$ cat config.mk
export PLATFORM = sky130hd
export DESIGN_NAME = keypad_emulator
export DESIGN_NICKNAME = d
export VERILOG_FILES = /design/src/rtl/keypad_emulator.sv
export SDC_FILE = /design/constraint.sdc
export NUM_CORES = 1
export LEC_CHECK = 0
export CORE_ASPECT_RATIO = 1.25
export CORE_MARGIN = 2
export CORE_UTILIZATION = 53
export CTS_BUF_LIST = sky130_fd_sc_hd__clkbuf_4 sky130_fd_sc_hd__clkbuf_8 sky130_fd_sc_hd__clkbuf_16
export CTS_CLUSTER_DIAMETER = 60
export DETAILED_ROUTE_END_ITERATION = 16
export PLACE_DENSITY = 0.75
export SETUP_SLACK_MARGIN = 0.4
export SKIP_LAST_GASP = 1
export SLEW_MARGIN = 20
export SYNTH_ARGS = -nofsm -noshare
export SYNTH_HDL_FRONTEND = slang
export SYNTH_SLANG_ARGS = --single-unit
export TNS_END_PERCENT = 5
$ cat constraint.sdc
create_clock -name clk -period 2.07 [get_ports clk]
set_input_delay 0.414 -clock clk [delete_from_list [all_inputs] [get_ports clk]]
set_output_delay 0.414 -clock clk [all_outputs]
set_load 0.05 [all_outputs]
$ cat src/rtl/keypad_emulator.sv
// Keypad-side emulator for a 3x4 scanned keypad: queued key codes are replayed as row returns.
// Optional contact-bounce model at the start of each press: define KEYPAD_EMULATOR_BOUNCE_EN.
module keypad_emulator #(
  parameter int DEPTH          = 4,
  parameter int HOLD_CYCLES    = 250000,
  parameter int GAP_CYCLES     = 250000,
  parameter int TIMEOUT_CYCLES = 125000,
  parameter int CNT_W          = 20
`ifdef KEYPAD_EMULATOR_BOUNCE_EN
  ,
  parameter int BOUNCE_HALF    = 2500
`endif
) (
  input  logic       clk,
  input  logic       rst,
  input  logic [2:0] key_col,
  output logic [3:0] key_row,
  input  logic       cmd_valid,
  output logic       cmd_ready,
  input  logic [3:0] cmd_key,
  output logic       busy,
  output logic       key_done,
  output logic       err_timeout,
  output logic       err_code
);

  localparam int PTR_W = $clog2(DEPTH);
  localparam logic [PTR_W:0]   FULL_COUNT   = (PTR_W+1)'(DEPTH);
  localparam logic [CNT_W-1:0] TIMEOUT_LAST = CNT_W'(TIMEOUT_CYCLES - 1);
  localparam logic [CNT_W-1:0] HOLD_LAST    = CNT_W'(HOLD_CYCLES - 1);
  localparam logic [CNT_W-1:0] GAP_LAST     = CNT_W'(GAP_CYCLES - 1);

  typedef enum logic [1:0] {IDLE, WAIT_COL, HOLD, GAP} state_t;

  state_t           state, state_next;
  logic [CNT_W-1:0] cnt, cnt_next;
  logic [2:0]       tgt_col;
  logic [3:0]       tgt_row;
  logic             load_tgt, set_err_code, set_err_timeout;
  logic [3:0]       row_next;
  logic             done_next;
  logic             col_match;
  logic             bnc_gate;

  // ---------------------------------------------------------------- command FIFO
  logic [3:0]       mem [DEPTH];
  logic [PTR_W-1:0] wr_ptr, rd_ptr;
  logic [PTR_W:0]   count;
  logic             push, pop;
  logic [3:0]       head;

  assign cmd_ready = (count != FULL_COUNT);
  assign push      = cmd_valid && cmd_ready;
  assign pop       = (state == IDLE) && (count != '0);
  assign head      = mem[rd_ptr];

  // NOTE: non-blocking assignments in every clocked block, so all flops update from pre-edge values.
  // NOTE: the storage array is deliberately not reset; count/pointers alone define what is valid.
  always_ff @(posedge clk) begin
    if (push) mem[wr_ptr] <= cmd_key;
  end

  // Pointers wrap naturally because DEPTH is a power of two.
  always_ff @(posedge clk or negedge rst) begin
    if (!rst) begin
      wr_ptr <= '0;
      rd_ptr <= '0;
      count  <= '0;
    end else begin
      if (push) wr_ptr <= wr_ptr + 1'b1;
      if (pop)  rd_ptr <= rd_ptr + 1'b1;
      case ({push, pop})
        2'b10:   count <= count + 1'b1;
        2'b01:   count <= count - 1'b1;
        default: ;
      endcase
    end
  end

  // ---------------------------------------------------------------- key map
  logic [2:0] head_col;
  logic [3:0] head_row;
  logic       head_legal;

  // NOTE: every output gets a default first so no path through the case leaves a latch.
  always_comb begin
    head_legal = 1'b1;
    head_col   = '0;
    head_row   = '0;
    case (head)
      4'd1:    {head_col, head_row} = {3'b001, 4'b0001};
      4'd4:    {head_col, head_row} = {3'b001, 4'b0010};
      4'd7:    {head_col, head_row} = {3'b001, 4'b0100};
      4'd10:   {head_col, head_row} = {3'b001, 4'b1000};
      4'd2:    {head_col, head_row} = {3'b010, 4'b0001};
      4'd5:    {head_col, head_row} = {3'b010, 4'b0010};
      4'd8:    {head_col, head_row} = {3'b010, 4'b0100};
      4'd0:    {head_col, head_row} = {3'b010, 4'b1000};
      4'd3:    {head_col, head_row} = {3'b100, 4'b0001};
      4'd6:    {head_col, head_row} = {3'b100, 4'b0010};
      4'd9:    {head_col, head_row} = {3'b100, 4'b0100};
      4'd11:   {head_col, head_row} = {3'b100, 4'b1000};
      default: head_legal = 1'b0;
    endcase
  end

  // Target column is always one-hot once loaded, so idle or multi-bit strobes never match.
  assign col_match = (key_col == tgt_col);

  // ---------------------------------------------------------------- FSM: state register
  always_ff @(posedge clk or negedge rst) begin
    if (!rst) begin
      state       <= IDLE;
      cnt         <= '0;
      tgt_col     <= '0;
      tgt_row     <= '0;
      key_row     <= '0;
      key_done    <= 1'b0;
      err_timeout <= 1'b0;
      err_code    <= 1'b0;
    end else begin
      state    <= state_next;
      cnt      <= cnt_next;
      key_row  <= row_next;
      key_done <= done_next;
      if (load_tgt) begin
        tgt_col <= head_col;
        tgt_row <= head_row;
      end
      if (set_err_timeout) err_timeout <= 1'b1;
      if (set_err_code)    err_code    <= 1'b1;
    end
  end

  // ---------------------------------------------------------------- FSM: next state
  always_comb begin
    state_next      = state;
    cnt_next        = cnt;
    load_tgt        = 1'b0;
    set_err_code    = 1'b0;
    set_err_timeout = 1'b0;
    case (state)
      IDLE: begin
        if (pop) begin
          if (head_legal) begin
            load_tgt   = 1'b1;
            cnt_next   = '0;
            state_next = WAIT_COL;
          end else begin
            set_err_code = 1'b1;
          end
        end
      end
      WAIT_COL: begin
        if (col_match) begin
          cnt_next   = '0;
          state_next = HOLD;
        end else if (cnt == TIMEOUT_LAST) begin
          set_err_timeout = 1'b1;
          cnt_next        = '0;
          state_next      = GAP;
        end else begin
          cnt_next = cnt + 1'b1;
        end
      end
      HOLD: begin
        if (cnt == HOLD_LAST) begin
          cnt_next   = '0;
          state_next = GAP;
        end else begin
          cnt_next = cnt + 1'b1;
        end
      end
      GAP: begin
        if (cnt == GAP_LAST) begin
          cnt_next   = '0;
          state_next = IDLE;
        end else begin
          cnt_next = cnt + 1'b1;
        end
      end
      default: state_next = IDLE;
    endcase
  end

  // ---------------------------------------------------------------- contact bounce
`ifdef KEYPAD_EMULATOR_BOUNCE_EN
  localparam logic [CNT_W-1:0] BNC_LAST = CNT_W'(BOUNCE_HALF - 1);

  // bnc_idx walks 0..7 through the on/off half-periods; 8 means the contact has settled.
  logic [CNT_W-1:0] bnc_cnt, bnc_cnt_next;
  logic [3:0]       bnc_idx, bnc_idx_next;

  always_comb begin
    bnc_cnt_next = bnc_cnt;
    bnc_idx_next = bnc_idx;
    if (state != HOLD) begin
      bnc_cnt_next = '0;
      bnc_idx_next = '0;
    end else if (!bnc_idx[3]) begin
      if (bnc_cnt == BNC_LAST) begin
        bnc_cnt_next = '0;
        bnc_idx_next = bnc_idx + 1'b1;
      end else begin
        bnc_cnt_next = bnc_cnt + 1'b1;
      end
    end
    bnc_gate = bnc_idx_next[3] || !bnc_idx_next[0];
  end

  always_ff @(posedge clk or negedge rst) begin
    if (!rst) begin
      bnc_cnt <= '0;
      bnc_idx <= '0;
    end else begin
      bnc_cnt <= bnc_cnt_next;
      bnc_idx <= bnc_idx_next;
    end
  end
`else
  assign bnc_gate = 1'b1;
`endif

  // ---------------------------------------------------------------- FSM: outputs
  // key_row is loaded for the cycle ahead, so a column match shows up one clock later and
  // the row is already low in the first GAP cycle.
  always_comb begin
    row_next = '0;
    if (state_next == HOLD && col_match && bnc_gate) row_next = tgt_row;
    done_next = (state == GAP) && (state_next == IDLE);
    busy      = (count != '0) || (state != IDLE);
  end

endmodule

==> results.rst, run 1 <==
.. list-table::
   :header-rows: 1

   * - Metric
     - Value
   * - Maximum number of pins on one net before global-route repair
     - 27
   * - # nets final
     - around 380
   * - Area of the multi-input gates
     - about 0.0016 sq mm
   * - Yosys cell types
     - 54
   * - Placeable core region
     - around 0.0057 sq mm
   * - Filler cell count
     - roughly 430
   * - Required time at the worst-slack endpoint
     - ~2.3 ns
   * - Share of synthesized area occupied by flip-flops and latches
     - 0.500
   * - Clock transition time at the flip-flop clock pins of the worst setup and hold paths
     - 0.07 ns
   * - Area of the die
     - approximately 0.0065 sq mm
   * - Post-DR vias/cell
     - 5.91
   * - Syn nets
     - roughly 330
   * - Insertion delay to the later sink of the worst-skew pair
     - around 0.35 ns
   * - Post-Route Utilization
     - 0.687
   * - Hold WC Path Type
     - primary input to async pin
   * - Yosys reg bits
     - 59
   * - Setup Viol. Count Final
     - 0
   * - Worst slew margin relative to its limit
     - 0.665
   * - Width of the die
     - around 73 microns
   * - Critical path fanouts, max
     - 6
   * - Number of global-route vias before repair
     - 2357
   * - CTS tree
     - done
   * - Yosys synthesis warning count
     - 0
   * - Netlist area before placement
     - about 0.0031 sq mm
   * - Critical Path Sink Type
     - register
   * - Proportion of synthesized flip-flops having asynchronous set or reset
     - 0.729
   * - Count of maximum capacitance violations
     - 0
   * - Outcome
     - finished clean
   * - Final cell area excluding filler cells
     - around 0.0039 sq mm
   * - Number of hold violations in the final report
     - 0
   * - Site row count
     - 31
   * - Global-route wire length before repair
     - 10700 microns
   * - Worst R2R Path Depth
     - 5
   * - Count of buffers inserted at the top-level ports
     - 18
   * - Initial antenna violation count
     - 0
   * - Root buf cell
     - sky130_fd_sc_hd__clkbuf_8
   * - Weighted congestion reported at the end of routability-driven placement
     - a little under 0.9
   * - CTS Hold Bufs
     - 0
   * - Leakage power
     - around 0.0017 uW
   * - Most common flop cell mapped by yosys
     - sky130_fd_sc_hd__dfrtp_1
   * - Placed Instance Area
     - about 0.0036 sq mm
   * - HPWL reported at the end of detailed placement
     - 4510 microns
   * - IO Pins
     - 19
   * - Clk sink count
     - 59
   * - Final min period
     - 1.91 ns
   * - Share of post-route cells with drive strength above 1
     - 0.243
   * - CTS buffer count
     - 9
   * - Detailed Routing Iterations Pass 1
     - 7
   * - DRT antenna net count
     - 0
   * - Die Ht
     - ~90 microns
   * - Total congestion overflow
     - 0
   * - Number of antenna repair diodes
     - 0
   * - Count of placed standard cells including taps
     - 411
   * - Starting DRT DRC Count
     - roughly 230
   * - Arrival time reported for the critical path endpoint
     - between 2 and 2.5 ns
   * - Largest cells by area after synthesis
     - sky130_fd_sc_hd__dfrtp_1 35%, sky130_fd_sc_hd__edfxtp_1 15%, sky130_fd_sc_hd__nand2_1 4.9%, sky130_fd_sc_hd__nor2_1 2.8%, sky130_fd_sc_hd__ha_1 2.4%
   * - Remaining design rule violation count
     - 0
   * - Number of enable flip-flop cells after synthesis
     - 16
   * - Maximum vdd drop
     - ~690 uV
   * - Portion of the clock cycle consumed by the worst path in the final layout
     - 0.924
   * - Unrepaired setup endpoints after global routing
     - true
   * - Signed area change from the synthesized netlist to the final layout
     - 26.8%
   * - Bufs on Longest Clock Path
     - 2
   * - Initial cell density of the core
     - 0.542
   * - Detailed-route via count
     - approximately 2.6k
   * - Final std cells w/o fill
     - 436
   * - Classification of the worst setup path
     - register to register
   * - Library cell occupying the most area in the post-synthesis netlist
     - sky130_fd_sc_hd__dfrtp_1
   * - Share of the synthesized area in the top cell type
     - 0.346
   * - Aggregate routed wire length
     - roughly 6800 microns
   * - Per-cell routed wire length
     - 15.5 microns
   * - Syn Area/Cell
     - 9.98 sq um
   * - # H-tree levels
     - 3
   * - Area of all sequential standard cells
     - around 0.0016 sq mm
   * - Synthesized netlist cell count
     - 312
   * - Power density over cell area
     - ~770 mW/mm^2
   * - Max frequency
     - 523 MHz
   * - Actual slew at the worst max-slew pin
     - approximately 0.50 ns
   * - GRT Total Usage
     - 0.216
   * - Final worst clock skew
     - around 0.011 ns
   * - Startpoint class of the critical path
     - register
   * - Number of slew-limit violations in the final report
     - 0
-- final timing paths --
kind                             start          end  slack, ns
setup / recovery                cnt[5]       cnt[0]       0.16
hold / removal                     rst       cnt[0]       0.03
setup reg to reg                cnt[5]       cnt[0]       0.16
hold reg to reg            err_timeout  err_timeout       0.46
max in group asynchronous          rst     state[1]       1.46
min in group clk           err_timeout  err_timeout       0.46
-- synth_stat cells, types with 5 or more instances --
cell and instances:
sky130_fd_sc_hd__nor2_1 23, sky130_fd_sc_hd__clkbuf_1 5, sky130_fd_sc_hd__xor2_1 5, sky130_fd_sc_hd__o21ai_0 13, sky130_fd_sc_hd__nand3_1 9, sky130_fd_sc_hd__o21bai_1 7
sky130_fd_sc_hd__edfxtp_1 16, sky130_fd_sc_hd__buf_2 6, sky130_fd_sc_hd__nor3_1 11, sky130_fd_sc_hd__nor4_1 5, sky130_fd_sc_hd__xnor2_1 6, sky130_fd_sc_hd__a21oi_1 9
sky130_fd_sc_hd__o211ai_1 6, sky130_fd_sc_hd__dfrtp_1 43, sky130_fd_sc_hd__nand2_1 41, sky130_fd_sc_hd__a22oi_1 6, sky130_fd_sc_hd__nand4_1 5, sky130_fd_sc_hd__ha_1 6
sky130_fd_sc_hd__o22ai_1 9, sky130_fd_sc_hd__and3_1 5, sky130_fd_sc_hd__and2_1 11, sky130_fd_sc_hd__inv_1 18
-- where the power goes --
part	leakage, uW	switching (uW)	total [uW]	internal [uW]
Sequential	0.000702	77.3	1400	1320
Combinational	0.000887	310	578	268
Clock	0.0000998	501	1060	563
Total	0.00169	889	3040	2150
-- registers in the layout, summed over array words and instances (netlist names) --
name	count
rd_ptr	2
state	2
wr_ptr	2
cnt	20
tgt_col	3
mem	16
key_row	4
tgt_row	4
err_timeout	1
err_code	1
key_done	1
count	3
-- final cells by class --
class,count,area share
clock buffer,9,0.0314
clock inverter,7,0.0197
inverter,18,0.0184
multi-input combinational,222,0.394
sequential,59,0.396
tap,66,0.0209
timing repair buffer,55,0.120
-- kinds of logic after synthesis --
family          after synthesis  synth area share
simple gates                133             0.219
compound gates               65             0.138
flops                        59             0.500
buf+inv                      31            0.0446
xor+xnor                     11            0.0309
fa+ha+maj                     7            0.0305
mux                           6            0.0370
-- layout by cell type, fill, tap and decap left out, types with 3 or more instances in the layout --
cell                               n
sky130_fd_sc_hd__nand2_1          40
sky130_fd_sc_hd__dfrtp_1          39
sky130_fd_sc_hd__buf_4            37
sky130_fd_sc_hd__nor2_1           21
sky130_fd_sc_hd__edfxtp_1         16
sky130_fd_sc_hd__inv_1            13
sky130_fd_sc_hd__o21ai_0          13
sky130_fd_sc_hd__clkdlybuf4s50_1  13
sky130_fd_sc_hd__and2_1           10
sky130_fd_sc_hd__o22ai_1           9
sky130_fd_sc_hd__clkbuf_8          9
sky130_fd_sc_hd__nor3_1            8
sky130_fd_sc_hd__a21oi_1           8
sky130_fd_sc_hd__nand3_1           8
sky130_fd_sc_hd__o21bai_1          7
sky130_fd_sc_hd__xnor2_1           6
sky130_fd_sc_hd__o211ai_1          6
sky130_fd_sc_hd__a22oi_1           6
sky130_fd_sc_hd__xor2_1            5
sky130_fd_sc_hd__nand4_1           5
sky130_fd_sc_hd__and3_1            5
sky130_fd_sc_hd__or3_1             4
sky130_fd_sc_hd__ha_1              4
sky130_fd_sc_hd__dfrtp_2           4
sky130_fd_sc_hd__mux4_2            3
sky130_fd_sc_hd__inv_2             3
sky130_fd_sc_hd__o21a_1            3
sky130_fd_sc_hd__nor4_1            3
sky130_fd_sc_hd__clkinv_4          3
-- what timing repair did --
action | CTS | global route
setup buffers | 0 | 9
pin swaps | 1 | 6
gates resized for setup | 7 | 19
setup endpoints to repair | 39 | 43
endpoints found under the hold margin | 0 | 0
-- per-layer routing --
metal  global-route usage  vias to the layer above  wire length (microns)
met3               0.0379                       21                    240
li1                     -                     1233                      -
met4                0.113                        0                    184
met1                0.272                     1259                   3010
met2                0.359                       64                   3340
met5                    0                        -                      0
-- critical path, stage by stage, from the launching register on --
cell and delay [ns]:
sky130_fd_sc_hd__dfrtp_1 0.47, sky130_fd_sc_hd__nor3_2 0.23, sky130_fd_sc_hd__nand4_1 0.25, sky130_fd_sc_hd__o21a_1 0.29
sky130_fd_sc_hd__or2_1 0.27, sky130_fd_sc_hd__mux2_2 0.28
-- per-stage QoR --
step	worst slack (ns)	hold WS, ns	power [uW]	TNS, ns
6_report	0.158	0.0257	3040	0
5_1_grt	0.0980	0.0531	3170	0
4_1_cts	0.143	0.0266	2970	0
3_5_place_dp	-0.286	0.401	1900	-3.81
3_3_place_gp	-0.301	0.397	1870	-4.16
2_1_floorplan	0.166	0.118	1730	0
Power figures use the tool's default switching activity.
==> inputs of run 2 (changes only) <==
clock period = 1.71 ns   (was 2.07 ns; I/O delays follow)
==> run 2 against run 1 <==
  * Core utilization up 5.8 points
  * Total power up 30%
  * Sequential cell count unchanged
  * Sequential share of layout area down 3.1 points
  * The flow now finishes with violations (setup timing)
  * Largest power group unchanged
  * Die area unchanged
  * Final cell count up 7.8%
==> results.rst, run 2 (synthesis gave the netlist of run 1 again) <==
.. list-table::
   :header-rows: 1

   * - Metric
     - Value
   * - GRT Total Usage
     - 0.244 (+0.0273)
   * - FF-to-FF End
     - cnt[0]
   * - Switching power of the nets
     - 1030 uW (+16%)
   * - IO Pins
     - 19 (unchanged)
   * - Max frequency
     - 530 MHz (+1.3%)
   * - Worst slack at placement
     - -0.544 ns (-0.258 ns)
   * - Placeable core region
     - 0.00574 sq mm (unchanged)
   * - Root buf cell
     - sky130_fd_sc_hd__clkbuf_8
   * - Portion of the clock cycle consumed by the worst path in the final layout
     - 1.10 (+0.180)
   * - Leakage power
     - 0.00189 uW (+12%)
   * - Critical path, cell by cell
     - ha_2 > nand4b_1 > nor4b_2 > buf_4 > a21oi_4 > or2_4 > mux2_2
   * - # H-tree levels
     - 3 (unchanged)
   * - Final min period
     - 1.89 ns (-0.0254 ns)
   * - Number of antenna repair diodes
     - 0 (unchanged)
   * - Amount of wire on met2 after detailed routing
     - 3770 microns (+13%)
   * - Worst path max stage delay
     - 0.36 ns (-0.11 ns)
   * - Critical Path Sink Type
     - register
   * - Clk sink count
     - 59 (unchanged)
   * - Insertion delay to the later sink of the worst-skew pair
     - 0.35 ns (about the same)
   * - Initial antenna violation count
     - 0 (unchanged)
   * - Final worst clock skew
     - 0.00720 ns (-0.00407 ns)
   * - DR top layer
     - met4
   * - Detailed Routing Iterations Pass 1
     - 4 (-3)
   * - Final worst setup slack
     - -0.177 ns (-0.335 ns)
   * - Post-DR vias/cell
     - 5.80 (-1.9%)
   * - Wire length on met1
     - 3120 microns (+3.9%)
   * - Hold WC Path Type
     - register to register
   * - Bufs on Longest Clock Path
     - 2 (unchanged)
   * - CP Launch Point
     - cnt[1]
   * - Initial cell density of the core
     - 0.542 (unchanged)
   * - Width of the die
     - 72.6 microns (unchanged)
   * - Worst R2R Path Depth
     - 7 (+2)
   * - Fin Hold WS
     - 0.464 ns (+0.439 ns)
   * - DRT antenna net count
     - 0 (unchanged)
   * - Weighted congestion reported at the end of routability-driven placement
     - 0.845 (-2.3%)
   * - Detailed-route via count
     - 2724 (+5.7%)
   * - Per-cell routed wire length
     - 16.0 microns (+3.1%)
   * - Count of buffers inserted at the top-level ports
     - 18 (unchanged)
   * - Post-Route Utilization
     - 0.746 (+0.0582)
   * - Number of slew-limit violations in the final report
     - 0 (unchanged)
   * - Clock power frac
     - 0.389 (+0.039)
   * - Site row count
     - 31 (unchanged)
   * - Cell type of the slowest stage on the worst timing path
     - sky130_fd_sc_hd__dfrtp_1
   * - Arrival time reported for the critical path endpoint
     - 2.12 ns (-0.03 ns)
   * - Signed area change from the synthesized netlist to the final layout
     - 37.5%
   * - Destination of the critical timing path
     - cnt[0]
   * - Register ranked first by flip-flop count
     - cnt
   * - Global-route wire length before repair
     - 11800 microns (+10%)
   * - Placed Instance Area
     - 0.00383 sq mm (+7.4%)
   * - Die Ht
     - 89.7 microns (unchanged)
   * - # nets final
     - 416 (+8.9%)
   * - Sw Ratio
     - 0.260 (-0.0324)
   * - HPWL reported at the end of detailed placement
     - 5040 microns (+12%)
   * - Maximum number of pins on one net before global-route repair
     - 44 (+63%)
   * - Logic pwr share
     - 0.191 (about the same)
   * - Critical path fanouts, max
     - 3 (-3)
   * - Largest registers
     - cnt (20), mem (16)
   * - CTS buffer count
     - 9 (unchanged)
   * - Remaining design rule violation count
     - 0 (unchanged)
   * - Met3 layer wire length in the routed design
     - 383 microns (+60%)
   * - Worst slew margin relative to its limit
     - 0.695 (+0.0296)
   * - Required time at the worst-slack endpoint
     - 1.94 ns (-0.36 ns)
   * - Outcome
     - complete, but fails checks
   * - Startpoint class of the critical path
     - register
   * - Number of global-route vias before repair
     - 2586 (+9.7%)
   * - Area of the die
     - 0.00651 sq mm (unchanged)
   * - Clock transition time at the flip-flop clock pins of the worst setup and hold paths
     - 0.07 ns (about the same)
   * - Register share of total power
     - 0.420 (-0.040)
   * - Cell Int Power
     - 2930 uW (+36%)
   * - Setup Viol. Count Final
     - 33 (+33)
   * - Starting DRT DRC Count
     - 233 (+2.6%)
   * - Number of hold violations in the final report
     - 0 (unchanged)
   * - CTS tree
     - done
   * - Violated checks
     - setup timing
   * - Final cell area excluding filler cells
     - 0.00428 sq mm (+8.5%)
   * - Share of post-route cells with drive strength above 1
     - 0.312 (+0.0686)
   * - Classification of the worst setup path
     - register to register
   * - Commonest cells after routing, fill and taps aside
     - 71 x sky130_fd_sc_hd__buf_4, 41 x sky130_fd_sc_hd__nand2_1, 41 x sky130_fd_sc_hd__dfrtp_1
   * - Most common library cell in the layout ignoring fill and taps
     - sky130_fd_sc_hd__buf_4
   * - Total congestion overflow
     - 0 (unchanged)
   * - Aggregate routed wire length
     - 7530 microns (+11%)
   * - Flip-flop count of the largest register after layout
     - 20 (unchanged)
   * - Launch instance of the worst register-to-register path
     - cnt[1]
   * - Overall power after layout
     - 3960 uW (+30%)
   * - R2R setup slack
     - -0.18 ns (-0.33 ns)
   * - Unrepaired setup endpoints after global routing
     - true
   * - Count of maximum capacitance violations
     - 0 (unchanged)
   * - Power density over cell area
     - 926 mW/mm^2 (+20%)
   * - Maximum vdd drop
     - 798 uV (+16%)
   * - Actual slew at the worst max-slew pin
     - 0.455 ns (-0.0460 ns)
-- run 2: cell types whose count changed in the layout (fill, tap and decap cells not counted), sizes merged --
cell           previous run  this run
buf                      40        78
bufinv                    1         3
clkbuf                    9        11
clkdlybuf4s50            13         8
clkinv                    4         2
dlygate4sd2               1         0
dlygate4sd3               0         1
dlymetal6s2s              1         0
-- run 2: through the flow --
stage,std cells,TNS (ns)
final,470,-2.72
after global routing,470,-5.96
after CTS,463,-3.07
after detailed placement,443,-10.38
after global placement,443,-10.09
after floorplan,312,-2.78
-- run 2: power groups by stage --
stage               Clock (uW)  Sequential [uW]  Combinational (uW)
global route              1620             1670                 846
CTS                       1570             1670                 770
finish                    1540             1660                 757
global placement             0             1680                 723
floorplan                    0             1680                 420
detailed placement           0             1690                 757
-- run 2: cell type report --
class,instances,area (sq um)
clock buffer,9,124
clock inverter,7,115
fill,405,1460
inverter,18,67.6
multi-input combinational,222,1540
sequential,59,1560
tap,66,82.6
timing repair buffer,89,790
-- run 2: timing repair --
item / in CTS / in global routing
pin swaps: 7 / 6
hold buffers: 1 / 0
endpoints found under the hold margin: 43 / 0
setup endpoints to repair: 58 / 58
gates cloned: 0 / 2
buffers inserted: 3 / 5
resized for setup: 9 / 10
-- run 2: per-layer routing --
| metal | vias up | GRT usage |
|---|---|---|
| met2 | 86 | 0.407 |
| met1 | 1317 | 0.285 |
| met5 | - | 0 |
| li1 | 1300 | - |
| met4 | 0 | 0.133 |
| met3 | 21 | 0.0681 |
-- run 2: how the worst min path moves through the flow --
stage	startpoint	to	slack, ns	cells past startpoint
finish	err_timeout	err_timeout	0.46	1
global route	err_timeout	err_timeout	0.49	1
CTS	err_timeout	err_timeout	0.47	1
detailed placement	rst	cnt[18]	0.34	2
global placement	rst	cnt[18]	0.34	2
floorplan	rst	cnt[0]	0.05	0
-- run 2: worst max-delay path: cells and delay by family (launching register included) --
family / cells / cell delay (ns)
mux: 1 / 0.26
flops: 1 / 0.36
fa+ha+maj: 1 / 0.20
buf+inv: 1 / 0.17
compound gates: 1 / 0.06
simple gates: 3 / 0.71
